$ cat src/rtl/period_classifier.sv
// Multi-channel period classifier: measures clk cycles between cmp rising edges and
// publishes a one-hot period class per channel at each set strobe. Option: PC_HYST_EN.
module period_classifier #(
    parameter int CH  = 4,
    parameter int CW  = 16,
    parameter int TH0 = 200,
    parameter int TH1 = 500,
    parameter int TH2 = 1000
) (
    input  logic            clk,
    input  logic            rst,
    input  logic [CH-1:0]   cmp,
    input  logic            set,
    output logic [4*CH-1:0] sel,
    output logic            sel_vld,
    output logic [CH-1:0]   ovf
);

    localparam logic [CW-1:0] CNT_MAX = {CW{1'b1}};
    localparam logic [CW-1:0] TH0_C   = CW'(TH0);
    localparam logic [CW-1:0] TH1_C   = CW'(TH1);
    localparam logic [CW-1:0] TH2_C   = CW'(TH2);

    typedef enum logic [1:0] {
        IDLE  = 2'd0,
        ARMED = 2'd1,
        MEAS  = 2'd2
    } state_t;

    function automatic logic [CW-1:0] sat_inc(input logic [CW-1:0] v);
        return (v == CNT_MAX) ? v : v + CW'(1);
    endfunction

    function automatic logic [3:0] classify(input logic [CW-1:0] m);
        if (m < TH0_C)
            return 4'b0001;
        else if (m < TH1_C)
            return 4'b0010;
        else if (m < TH2_C)
            return 4'b0100;
        return 4'b1000;
    endfunction

    logic [CH-1:0]   sync_p0, sync_p1, sync_p2, edge_p3;
    state_t          state     [CH];
    state_t          state_nxt [CH];
    logic [CH-1:0]   latch;
    logic [CW-1:0]   cnt       [CH];
    logic [CW-1:0]   cnt_nxt   [CH];
    logic [CW-1:0]   meas      [CH];
    logic [CH-1:0]   hit, hit_nxt, sat, sat_nxt;
    logic [3:0]      cls       [CH];
    logic [4*CH-1:0] sel_nxt;
    logic            set_d, set_rise;
`ifdef PC_HYST_EN
    logic [3:0]      cand      [CH];
`endif

    assign set_rise = set & ~set_d;

    // Stages p0/p1: synchronizer; p2/p3: rising-edge detect, registered
    always_ff @(posedge clk) begin
        if (rst) begin
            sync_p0 <= '0;
            sync_p1 <= '0;
            sync_p2 <= '0;
            edge_p3 <= '0;
        end else begin
            sync_p0 <= cmp;
            sync_p1 <= sync_p0;
            sync_p2 <= sync_p1;
            edge_p3 <= sync_p1 & ~sync_p2;
        end
    end

    always_ff @(posedge clk) begin
        for (int i = 0; i < CH; i++) begin
            if (rst)
                state[i] <= IDLE;
            else
                state[i] <= state_nxt[i];
        end
    end

    always_comb begin
        for (int i = 0; i < CH; i++) begin
            state_nxt[i] = state[i];
            if (edge_p3[i]) begin
                case (state[i])
                    IDLE:    state_nxt[i] = ARMED;
                    ARMED:   state_nxt[i] = MEAS;
                    default: state_nxt[i] = MEAS;
                endcase
            end
        end
    end

    always_comb begin
        latch = '0;
        for (int i = 0; i < CH; i++)
            latch[i] = edge_p3[i] && (state[i] != IDLE);
    end

    // An edge coinciding with window close belongs to the new window
    always_comb begin
        hit_nxt = '0;
        sat_nxt = '0;
        for (int i = 0; i < CH; i++) begin
            cnt_nxt[i] = edge_p3[i] ? CW'(1) : sat_inc(cnt[i]);
            hit_nxt[i] = (hit[i] & ~set_rise) | latch[i];
            sat_nxt[i] = (sat[i] & ~set_rise) | (cnt_nxt[i] == CNT_MAX);
            cls[i]     = hit[i] ? classify(meas[i]) : 4'b0000;
        end
    end

    always_comb begin
        sel_nxt = sel;
        for (int i = 0; i < CH; i++) begin
`ifdef PC_HYST_EN
            if (cls[i] == 4'b0000 || cls[i] == cand[i])
                sel_nxt[4*i +: 4] = cls[i];
`else
            sel_nxt[4*i +: 4] = cls[i];
`endif
        end
    end

    always_ff @(posedge clk) begin
        for (int i = 0; i < CH; i++) begin
            if (latch[i])
                meas[i] <= cnt[i];
        end
    end

    // Window close: publish classes and overflow, restart sticky flags
    always_ff @(posedge clk) begin
        if (rst) begin
            for (int i = 0; i < CH; i++)
                cnt[i] <= '0;
            hit     <= '0;
            sat     <= '0;
            set_d   <= 1'b0;
            sel     <= '0;
            sel_vld <= 1'b0;
            ovf     <= '0;
        end else begin
            for (int i = 0; i < CH; i++)
                cnt[i] <= cnt_nxt[i];
            hit     <= hit_nxt;
            sat     <= sat_nxt;
            set_d   <= set;
            sel_vld <= set_rise;
            if (set_rise) begin
                sel <= sel_nxt;
                ovf <= sat;
            end
        end
    end

`ifdef PC_HYST_EN
    always_ff @(posedge clk) begin
        for (int i = 0; i < CH; i++) begin
            if (rst)
                cand[i] <= 4'b0000;
            else if (set_rise)
                cand[i] <= cls[i];
        end
    end
`endif

endmodule

$ cat config.mk
export PLATFORM = sky130hd
export DESIGN_NAME = period_classifier
export DESIGN_NICKNAME = d
export VERILOG_FILES = /design/src/rtl/period_classifier.sv
export SDC_FILE = /design/constraint.sdc
export NUM_CORES = 1
export LEC_CHECK = 0
export ABC_AREA = 1
export ABC_CLOCK_PERIOD_IN_PS = 2600
export CAP_MARGIN = 15
export CELL_PAD_IN_SITES_DETAIL_PLACEMENT = 0
export CELL_PAD_IN_SITES_GLOBAL_PLACEMENT = 1
export CORE_MARGIN = 2
export CORE_UTILIZATION = 49
export CTS_CLUSTER_SIZE = 28
export DETAILED_ROUTE_END_ITERATION = 10
export PLACE_DENSITY_LB_ADDON = 0.1
export SETUP_SLACK_MARGIN = 0.05
export SLEW_MARGIN = 20
export SYNTH_ARGS = -nofsm -noshare
export SYNTH_HDL_FRONTEND = slang
export SYNTH_SLANG_ARGS = --single-unit
$ cat constraint.sdc
create_clock -name clk -period 2.6 [get_ports clk]
set_input_delay 0.52 -clock clk [delete_from_list [all_inputs] [get_ports clk]]
set_output_delay 0.52 -clock clk [all_outputs]
set_load 0.05 [all_outputs]
==> results by group <==
Global routing
  • Pin count of the biggest net entering global routing: 99
  • Initial antenna violation count: 0
  • All-layer global routing usage: around a fifth
  • Vias in the first global route: approximately 5700
  • First-pass GRT wire length: 26500 um
  • GRT overflow: 0

Routing
  • DRC Markers: 0
  • Antenna viol nets, final: 0
  • Initial DRC Count: 270
  • Via density: 4.85
  • DRT Wirelength: around 16000 um
  • Pre-antenna DRT Iters: 4
  • WL per Instance: around 12 um
  • Vias: roughly 6300

Yosys
  • Simple-gate share of the synthesized area: about a third
  • Post-synthesis adder-cell area fraction: 0.633%
  • Syn Std Cell Area: between 7000 and 8000 um2
  • Distinct cells, synth: 34
  • XOR/XNOR Fraction of Synth Area: 2.11%
  • Ys Warns: 0
  • Syn_nets: 1049
  • Synth area leaders: dfxtp_1 30%, edfxtp_1 21%, nand2_1 13%
  • Largest family of logic cells by synthesized area: simple AND/OR/NAND/NOR gates
  • Syn Area/Cell: roughly 7.6 um2
  • Sequential share of the synthesized area: 51.2%
  • Mux share of post-synthesis cell area: 0%
  • Seq cells post-synth: 174
  • Area leader, netlist: dfxtp_1
  • Synth top area share: 29.9%
  • Synth Instances: 1038
  • Synth Area in Compound Gates: 4.64%

Setup path
  • Worst path bufs/invs: 1
  • CP max FO: 2
  • Crit-path slowest cell: clkdlybuf4s50_1
  • Setup CP Type: register to output pin
  • CP Capture Type: output pin
  • Worst r2r src: cnt[1][0]
  • Arrival time worst endpoint: 1650 ps
  • CP Cell Sequence: clkdlybuf4s50_1
  • Top delay family on crit path: buffers and inverters
  • Beginning of the critical path: sel[4]
  • WP data required: around 2100 ps
  • Crit path largest cell delay: 830 ps
  • Critical Path Start Type: register

Clocking
  • CTS Buffer Depth: 2
  • CTS Buf Count: 17
  • H-tree levels: 4
  • Root Driver: clkbuf_16
  • Worst skew pair latency: around 430 ps
  • CTS tree: done
  • Post-CTS Hold Buffers: 0
  • Clock transition at path regs: 60 ps
  • CTS-repair resized insts: 0
  • Postcts setup bufs: 0
  • CTS Sinks: 174

Floorplan
  • DIE AREA: about 17000 um2
  • Core area: about 16000 um2
  • Initial core utilization: between 40% and 50%
  • IO Count: 28
  • Height of the die: 131 um
  • Die Wd: roughly 130 um
  • Row cnt: 46

Timing
  • Final Hold Slack: between 300 and 400 ps
  • Minimum clock period after layout: 2170 ps
  • Setup-failing EPs final: 0
  • Final Slew Violations: 0
  • Final setup TNS: 0 ps
  • Slew headroom: between 40% and 50%
  • Slew @ Worst Pin: 794 ps
  • Final Hold Viols: 0
  • Max Clock Skew: between 7 and 8 ps
  • Final worst-path cycle share: 83.5%
  • F_max: 0.461 GHz
  • Unrepaired setup endpoints after global routing: no

Hold path
  • Hold Startpoint: sync_p2[3]
  • Worst hold path class: register to register

Finish
  • Nets: between 1000 and 1500
  • Layout cell share with drive strength beyond 1: under 10%
  • Layout Cells excl Fill: about 1300
  • # fillers: 1560
  • N_diodes: 0
  • Area Overhead vs Synth: 13.6%

Run
  • Max-cap violations: 0

Power
  • Maximum vdd drop: between 400 and 500 uV
  • P_leak: 3.56 nW
  • PwrDens: 619 nW/um2
  • Overall power: between 5 and 6 mW

Outcome
  • Run status: completed

Placed design
  • Placed cell count: 1262
  • DP HPWL: 11200 um
  • I/O Buffers: 27
  • GPL Wtd Cong: 0.865
registers in the layout (all words and copies together), names as in the netlist:
| name | cells |
|---|---|
| cnt | 64 |
| edge_p3 | 4 |
| hit | 4 |
| meas | 56 |
| ovf | 4 |
| sat | 4 |
| sel | 16 |
| sel_vld | 1 |
| set_d | 1 |
| state | 8 |
| sync_p0 | 4 |
| sync_p1 | 4 |
| sync_p2 | 4 |
per-layer routing:
layer | part of all wire [%] | GRT usage, %
met5 | 0 | 0
met4 | 1.7 | 6.70
met3 | 3.2 | 3.54
met2 | 45 | 31.7
met1 | 50 | 26.4
where the power goes:
group          internal [mW]  switching, mW
sequential              2.82         0.0281
combinational         0.0560          0.120
clock                   1.52           1.01
total                   4.40           1.16
kinds of logic (layout without fill, tap and decap cells):
kind of cell	Yosys count	after routing
simple gates	627	627
xor+xnor	19	19
fa+ha+maj	4	4
compound gates	63	63
buf+inv	151	191
flops	174	174
synthesized netlist by cell type, drive strengths merged:
library cell and number:
nand2 286, nor2 209, inv 123, dfxtp 118, nand3 90, edfxtp 56, nand4 27, a21oi 24
o21ai 23, xor2 17, clkbuf 16, buf 11, nor3 7, ha 4, nand3b 4, o2111ai 4
o211ai 4, nor4 3, a22oi 2, a32oi 2, o21bai 2, xnor2 2, a31oi 1, clkinv 1
o41ai 1, or2 1
cell type report:
cell class              count  area (um2)  area share, %
flip-flops and latches    174        4040           45.0
multi-input cells         713        3260           36.3
clock buffers              24         492           5.48
inverters                 124         465           5.18
repair buffers             35         340           3.79
well taps                 216         270           3.01
clock inverters             8         106           1.18
per-stage QoR:
stage               cell area [um2]  worst slack [ps]  util, %
global placement               8380               394     52.9
detailed placement             8380               376     52.9
CTS                            8980               412     56.7
global route                   8980               204     56.7
finish                         8980               429     56.7
floorplan                      7900               850        -
path summary, 6_finish.rpt:
check / endpoint / cells past startpoint / slack [ps]
worst min-delay path: edge_p3[3] / 1 / 390
worst min register to register: edge_p3[3] / 1 / 390
worst max-delay path: sel[4] / 1 / 430
worst max register to register: sat[1] / 13 / 500
layout by cell type (no fill, tap or decap), types with 6 or more instances in the layout:
cell	synthesis	routed
nor2_1	192	192
nand2_2	7	7
xor2_1	17	17
nand2_1	279	279
nor2_4	10	10
a21oi_1	24	24
edfxtp_1	56	56
clkdlybuf4s50_1	0	26
nor3_1	7	7
inv_1	117	117
dfxtp_1	118	118
inv_2	6	6
clkbuf_16	0	17
nand4_1	27	27
nor2_2	7	7
nand3_1	90	90
buf_4	0	8
o21ai_0	18	18
Power figures use the tool's default switching activity.
